==> src/rtl/cd_spi_slave.sv <==
`default_nettype none
// ============================================================================
// Module   : cd_spi_slave
// Brief    : SPI mode-0 slave that bridges a host MCU onto the CDBUS CSR bus.
// Revision : 1.0 - initial release
// ============================================================================
module cd_spi_slave #(
    parameter int SYNC_STAGES = 2
) (
    input  logic        clk,
    input  logic        reset_n,
    input  logic        spi_sclk,
    input  logic        spi_mosi,
    input  logic        spi_nss,
    output logic        spi_miso,
    output logic        spi_miso_oe,
    output logic        chip_select,
    output logic [3:0]  csr_address,
    output logic        csr_read,
    input  logic [31:0] csr_readdata,
    output logic        csr_write,
    output logic [31:0] csr_writedata
);

    typedef enum logic [1:0] {
        IDLE = 2'd0,
        CMD  = 2'd1,
        WR   = 2'd2,
        RD   = 2'd3
    } state_t;

    state_t state, next_state;

    logic [SYNC_STAGES-1:0] sclk_pipe, mosi_pipe, nss_pipe;
    logic        sclk_s, mosi_s, nss_s;
    logic        sclk_prev, nss_prev;
    logic        rise_q, fall_q, mosi_q;
    logic        nss_fall, nss_rise;
    logic [4:0]  bit_cnt;
    logic [6:0]  byte_sh;
    logic [7:0]  new_byte;
    logic [23:0] wr_word;
    logic [31:0] tx_word;
    logic        cmd_done, word_done;

    assign sclk_s      = sclk_pipe[SYNC_STAGES-1];
    assign mosi_s      = mosi_pipe[SYNC_STAGES-1];
    assign nss_s       = nss_pipe[SYNC_STAGES-1];
    assign nss_fall    = nss_prev & ~nss_s;
    assign nss_rise    = ~nss_prev & nss_s;
    assign new_byte    = {byte_sh, mosi_q};
    assign spi_miso_oe = chip_select;

    // sclk edges are registered together with mosi so the sampled bit lines up with its edge
    always_ff @(posedge clk or negedge reset_n) begin
        if (!reset_n) begin
            sclk_pipe <= '0;
            mosi_pipe <= '0;
            nss_pipe  <= '1;
            sclk_prev <= 1'b0;
            nss_prev  <= 1'b1;
            rise_q    <= 1'b0;
            fall_q    <= 1'b0;
            mosi_q    <= 1'b0;
        end else begin
            sclk_pipe <= {sclk_pipe[SYNC_STAGES-2:0], spi_sclk};
            mosi_pipe <= {mosi_pipe[SYNC_STAGES-2:0], spi_mosi};
            nss_pipe  <= {nss_pipe[SYNC_STAGES-2:0], spi_nss};
            sclk_prev <= sclk_s;
            nss_prev  <= nss_s;
            rise_q    <= sclk_s & ~sclk_prev;
            fall_q    <= ~sclk_s & sclk_prev;
            mosi_q    <= mosi_s;
        end
    end

    always_ff @(posedge clk or negedge reset_n) begin
        if (!reset_n) begin
            state <= IDLE;
        end else begin
            state <= next_state;
        end
    end

    // Deselect overrides everything, including a word completing in the same cycle
    always_comb begin
        next_state = state;
        cmd_done   = 1'b0;
        word_done  = 1'b0;
        if (nss_rise) begin
            next_state = IDLE;
        end else begin
            case (state)
                IDLE: if (nss_fall) next_state = CMD;
                CMD: begin
                    if (rise_q && bit_cnt == 5'd7) begin
                        cmd_done   = 1'b1;
                        next_state = new_byte[7] ? WR : RD;
                    end
                end
                WR:      word_done = rise_q && (bit_cnt == 5'd31);
                default: ;
            endcase
        end
    end

    always_ff @(posedge clk or negedge reset_n) begin
        if (!reset_n) begin
            chip_select   <= 1'b0;
            spi_miso      <= 1'b0;
            csr_address   <= 4'd0;
            csr_read      <= 1'b0;
            csr_write     <= 1'b0;
            csr_writedata <= 32'd0;
            bit_cnt       <= 5'd0;
            byte_sh       <= 7'd0;
            wr_word       <= 24'd0;
            tx_word       <= 32'd0;
        end else begin
            chip_select <= ~nss_s;
            csr_read    <= 1'b0;
            csr_write   <= 1'b0;
            if (nss_rise) begin
                spi_miso <= 1'b0;
                bit_cnt  <= 5'd0;
                byte_sh  <= 7'd0;
            end else begin
                case (state)
                    IDLE: begin
                        if (nss_fall) begin
                            bit_cnt <= 5'd0;
                            byte_sh <= 7'd0;
                        end
                    end
                    CMD: begin
                        if (rise_q) begin
                            byte_sh <= new_byte[6:0];
                            bit_cnt <= bit_cnt + 5'd1;
                        end
                        if (cmd_done) begin
                            csr_address <= new_byte[3:0];
                            csr_read    <= ~new_byte[7];
                            bit_cnt     <= 5'd0;
                        end
                    end
                    WR: begin
                        if (rise_q) begin
                            byte_sh <= new_byte[6:0];
                            bit_cnt <= bit_cnt + 5'd1;
                            if (bit_cnt[2:0] == 3'd7) begin
                                case (bit_cnt[4:3])
                                    2'd0:    wr_word[7:0]   <= new_byte;
                                    2'd1:    wr_word[15:8]  <= new_byte;
                                    2'd2:    wr_word[23:16] <= new_byte;
                                    default: ;
                                endcase
                            end
                        end
                        if (word_done) begin
                            csr_writedata <= {new_byte, wr_word};
                            csr_write     <= 1'b1;
                        end
                    end
                    default: begin
                        // bit_cnt names the next bit the host samples: byte bit_cnt[4:3], MSB first
                        if (csr_read) begin
                            tx_word  <= csr_readdata;
                            spi_miso <= csr_readdata[7];
                        end else if (fall_q) begin
                            spi_miso <= tx_word[{bit_cnt[4:3], ~bit_cnt[2:0]}];
                        end
                        if (rise_q) begin
                            bit_cnt <= bit_cnt + 5'd1;
                            if (bit_cnt == 5'd31) csr_read <= 1'b1;
                        end
                    end
                endcase
            end
        end
    end

endmodule
`default_nettype wire

==> config.mk <==
export PLATFORM = sky130hd
export DESIGN_NAME = cd_spi_slave
export DESIGN_NICKNAME = d
export VERILOG_FILES = /design/src/rtl/cd_spi_slave.sv
export SDC_FILE = /design/constraint.sdc
export NUM_CORES = 1
export LEC_CHECK = 0
export BUFFER_PORTS_ARGS = -buffer_cell sky130_fd_sc_hd__buf_4
export CORE_MARGIN = 2
export CORE_UTILIZATION = 52
export CTS_CLUSTER_DIAMETER = 60
export DETAILED_ROUTE_END_ITERATION = 6
export GPL_ROUTABILITY_DRIVEN = 1
export HOLD_SLACK_MARGIN = 0.06
export PLACE_DENSITY = 0.74
export SYNTH_ARGS = -nofsm -noshare
export SYNTH_HDL_FRONTEND = slang
export SYNTH_SLANG_ARGS = --single-unit
==> constraint.sdc <==
create_clock -name clk -period 2.4 [get_ports clk]
set_input_delay 0.36 -clock clk [delete_from_list [all_inputs] [get_ports clk]]
set_output_delay 0.36 -clock clk [all_outputs]
set_load 0.03 [all_outputs]
After elaboration in Yosys (flattened, before gate mapping). Cells that the tools add are included.

Register bits after elaboration: 121. Bits of input ports: 37. Output and inout port bits: 41. Word-level logic and storage cells: 98.

Add/sub/neg operators: 1. Magnitude comparators: 1. Eq/ne operators: 11. Mux-type cells: 33. Bitwise gates (word level): 12. Reductions and logical operators: 19.

Operator list (count): $mux W7 (3); $mux W5 (4); $mux W1 (18); $reduce_and A3 Y1 (5); $reduce_and A5 Y1 (3); $pmux W7 S2 (1); $pmux W5 S2 (1); $reduce_bool A3 Y1 (3); $not A1 Y1 (7); $lt A5 B6 Y1 const B (1); $mux W2 (3); $ne A3 B3 Y1 const B (2); $add A5 B1 Y5 const B (1); $bmux W1 S5 (1); $eq A5 B3 Y1 const B (1); $eq A5 B5 Y1 const B (1); $and A1 B1 Y1 (4); $eq A2 B1 Y1 const B (2); $eq A2 B2 Y1 const B (2); $logic_not A2 Y1 (2); $pmux W2 S2 (1); $reduce_or A2 Y1 (2); $eq A3 B3 Y1 const B (1); $ne A3 B1 Y1 const B (1); 6 further kinds (7).

Longest topological paths before layout.
Depth after elaboration: 8. Depth in mapped cells: 9. Depth with buffers taken out: 7.

Worst setup path before layout. OpenSTA, ideal clock, no wires.

Kind: reg2reg. Start: register nss_prev. End: register wr_word[0]. Setup time: 125 ps. Arrival time: 1833 ps. Required time: 2275 ps. Path slack: 442 ps. Cell stages (with the launch flop): 9. Buffers on the path: 2. Period minus slack after synthesis: 1958 ps. Cell sequence: dfstp_2 > inv_1 > ha_1 > buf_6 > nor2b_4 > nand3_4 > or3_1 > buf_6 > mux2_4.

Word-level cells in the longest chain between the ends: 4.

RTL lines: start: declaration (RTL line 36) `logic sclk_prev, nss_prev;`; start signal: assignment (RTL line 70) `nss_prev <= nss_s;`; $not A1 Y1 (RTL line 50) `assign nss_rise = ~nss_prev & nss_s;`; $and A1 B1 Y1 (RTL line 50); $not A1 Y1 (no source line); $reduce_and A5 Y1 (no source line); end signal: assignment (RTL line 152) `2'd0: wr_word[7:0] <= new_byte;`; end: declaration (RTL line 42) `logic [23:0] wr_word;`.

No other way between the ends. A chain may end at the register's enable or synchronous reset.

Worst setup path in the final report.
Start: register nss_prev. End: register wr_word[3].

The elaborated chain is that of the path after synthesis.

==> results.txt <==
- Among all flip-flop cells after synthesis, the most frequent one is dfrtp_1.
- Met1 Resource Use GR: 26.44%
* Crit path time final: 2.209 ns
- Relative to the synthesized area, the layout overhead comes to 26.35%.
- Number of flip-flops and latches in the synthesized netlist: 121
- Length of the first detailed-routing pass in iterations: 6
* Share of the yosys chip area belonging to registers: 59.83%
- Derived from the worst setup path, the maximum achievable clock frequency is 452.8 MHz.
- TritonCTS built the clock tree.
- Fraction of power consumed by the clock network: 46.2%
- Number of warnings printed during yosys synthesis: 0
* WP data required: 2.79 ns
- Summing every instance area after synthesis gives 0.005067 mm2.
- Filler Cell Count: 741
- From bottom edge to top edge, the die measures 102.7 um.
- Max-Cap Viols: 0
- Counting the buffers created by CTS gives 17.
- The cell family contributing the most delay on the critical path is simple AND/OR/NAND/NOR gates.
* Via count of the routed design: 3282
- Total power density per cell area: 784.6 mW/mm2
- The total area inside the core boundary comes to 0.009594 mm2.
- Final Skew: 0.01521 ns
- Once detailed placement completed, the half-perimeter wirelength came to 6512 um.
- Overall fraction of global-route tracks in use: 20.90%
- Total area of multi-input combinational cells: 0.001874 mm2
* Share of synthesized registers carrying an async set or reset: 100.0%
- After routing, the total negative slack on setup checks comes to 0 ns.
- Dividing the final minimum period by the clock period gives 92.02%.
- Per report_power, the combinational group accounts for 10.9% of the total.
- The worst register-to-register path begins at nss_prev.
- Leak Pwr: 3.231 nW
- Dividing the synthesized area by the synthesized cell count gives 12.73 um2.
* Net Count, Synth: 443
* Worst-case headroom to the max-slew limit: 54.06%
- The longest clock path from root to sink contains 2 buffers.
- Most area-hungry cell type in the Yosys netlist: dfrtp_1
* Die Span X: 102.7 um
* Most area-consuming cells after synthesis: dfrtp_1, mux2_2, nand2_1
- Number of global-route vias before repair: 3365
- Walking the worst path, the cells encountered are inv_1 -> ha_1 -> nor2b_4 -> nand3_4 -> or3_1 -> mux2_4.
- The critical path is of the reg2reg type.
- The final number of max-transition violations was 0.
- The worst setup path is launched from a flip-flop.
- RSZ-0062 raised after global routing: no
* I/O pins: 78
- HP Class: in2reg
* Maximum vdd ir drop: 0.5736 mV
- Worst EP arrival: 2.60 ns
- Cell-internal power: 3.838 mW
- Remaining antenna violation count: 0
- The first routing iteration left 139 violations.
- Clock tree root buffer cell: clkbuf_8
* Via-per-instance ratio: 5.169
* Routed wire per std cell: 15.40 um
- Reg clk slew, reported paths: 0.05 ns
- Status: complete, no violations
- Registers take 0.003032 mm2.
- Across all hold checks on the routed design, the worst slack comes to 0.07746 ns.
* Maximum number of pins on one net before global-route repair: 53
- Total DRC errors in the routed layout: 0
- For this run the aggregate overflow at the end of global routing stands at 0.
* Origin of the worst setup path: nss_prev
- The clock reaches the later pin of the worst-skew pair after 0.51 ns.
* Number of unique standard cell types used by synthesis: 42
* Number of buffer and inverter instances along the worst setup path: 1
- For this design the total switching power over the nets is 1.185 mW.
- The die covers 0.01055 mm2.
- Along the worst path, the maximum fanout reaches 8.
- Wires add up to 9778 um.
- Transition time of the tightest slew-check pin: 0.6892 ns
- The number of antenna diodes in the final layout is 0.
* H-tree level count: 4
- Synthesis handed over a netlist of 398 instances.
* Final GP Congestion: 0.8921
- Met2 usage: 34.54%
- Number of antenna violations at the first check in global routing: 0
- Post-synth EDFFs: 0
- Part of the power in registers: 42.9%
- Layout net count: 535
* Share of the synthesized area in the top cell type: 58.27%
* Hold_sp: csr_readdata[5]
- Net switching is 23.59% of the power.
- Count of buffers from port buffering: 77
- The initial utilization of the core area, before any placement, comes to 52.82%.
* Worst path max stage delay: 0.55 ns
- Slowest stage cell, crit path: or3_1
- Setup violations remaining at the end of the flow were counted as 0.
- Busiest layer in global routing: met2
* Crit. End Element: flip-flop
- Global routing used 6.237% of the available met3 tracks.
- The count of final hold-check violations came to 0.
- Total number of clock tree sinks: 121
- After floorplanning, the core was divided into 36 placement rows.
- Most common cell in the synthesized netlist: dfrtp_1
* Top cells by instance count after synthesis: dfrtp_1, nand2_1, mux2_2, buf_2, inv_1
- Cells with a size suffix above 1 make up 38.65% of the layout.
- First-pass GRT wire length: 16590 um
==> logic make-up after synthesis <==
| family | after synthesis | synth area share, % |
|---|---|---|
| simple gates | 134 | 12.12 |
| flops | 121 | 59.83 |
| mux | 75 | 18.62 |
| buf+inv | 30 | 3.185 |
| compound gates | 29 | 4.099 |
| fa+ha+maj | 8 | 1.975 |
| xor+xnor | 1 | 0.1729 |
==> layout make-up <==
class	instances	share of cell area [%]
clock buffers	24	7.504
clock inverters	7	1.055
inverters	9	0.5277
multi-input cells	247	29.28
flip-flops and latches	121	47.35
well taps	133	2.599
repair buffers	94	11.69
==> registers in the layout (all words and copies together), names as in the netlist, 2 cells and up <==
name and cells:
bit_cnt 5, byte_sh 7, csr_address 4, csr_writedata 32, mosi_pipe 2, nss_pipe 2, sclk_pipe 2, state 2
tx_word 32, wr_word 24
==> stage by stage <==
stage               worst slack (ns)  utilization (%)  instances  instance area, um2  total power [mW]
finish                        0.1915            66.73        635                6402             5.024
detailed placement            0.1913            60.29        597                5784             2.731
global placement              0.2561            60.29        597                5784             2.716
floorplan                     0.4422                -        398                5067             2.556
global route                  0.1166            66.73        635                6402             5.213
CTS                           0.1910            66.73        635                6402             5.063
==> power by group through the flow <==
stage | registers [mW] | clock network (mW) | logic [mW]
floorplan | 2.18 | 0 | 0.378
global placement | 2.19 | 0 | 0.530
detailed placement | 2.19 | 0 | 0.541
CTS | 2.16 | 2.35 | 0.556
global route | 2.16 | 2.44 | 0.609
finish | 2.15 | 2.32 | 0.548
==> layout by cell type, fill, tap and decap left out, types with 6 or more instances in the layout <==
| master | instances |
|---|---|
| mux2i_1 | 8 |
| dlygate4sd3_1 | 7 |
| nand2_1 | 104 |
| dfrtp_1 | 118 |
| mux2_2 | 52 |
| buf_4 | 85 |
| inv_1 | 9 |
| o21ai_0 | 6 |
| ha_1 | 8 |
| mux2_4 | 8 |
| a22o_1 | 7 |
| mux4_2 | 7 |
| clkbuf_16 | 16 |
==> layer usage <==
layer  wire (um)  share of wire [%]  vias up
li1            -                  -     1544
met1        4164                 43     1632
met2        4943                 51       91
met3         548                5.6       15
met4         121                1.2        0
met5           0                  0        -
==> what timing repair did <==
action                    in CTS  in global routing
hold endpoints to repair      54                  0
hold buffers                   7                  0
resized for setup              0                  0
setup buffers                  0                  0
==> worst paths after layout <==
| path | to | slack, ns | depth (start not counted) |
|---|---|---|---|
| setup / recovery | wr_word[3] | 0.19 | 6 |
| hold / removal | tx_word[5] | 0.08 | 2 |
| setup reg to reg | wr_word[3] | 0.19 | 6 |
| hold reg to reg | sclk_pipe[1] | 0.35 | 0 |
| max in group asynchronous | csr_writedata[11] | 1.27 | 3 |
| min in group asynchronous | csr_writedata[26] | 0.44 | 2 |
(Power assumes the default switching activity.)
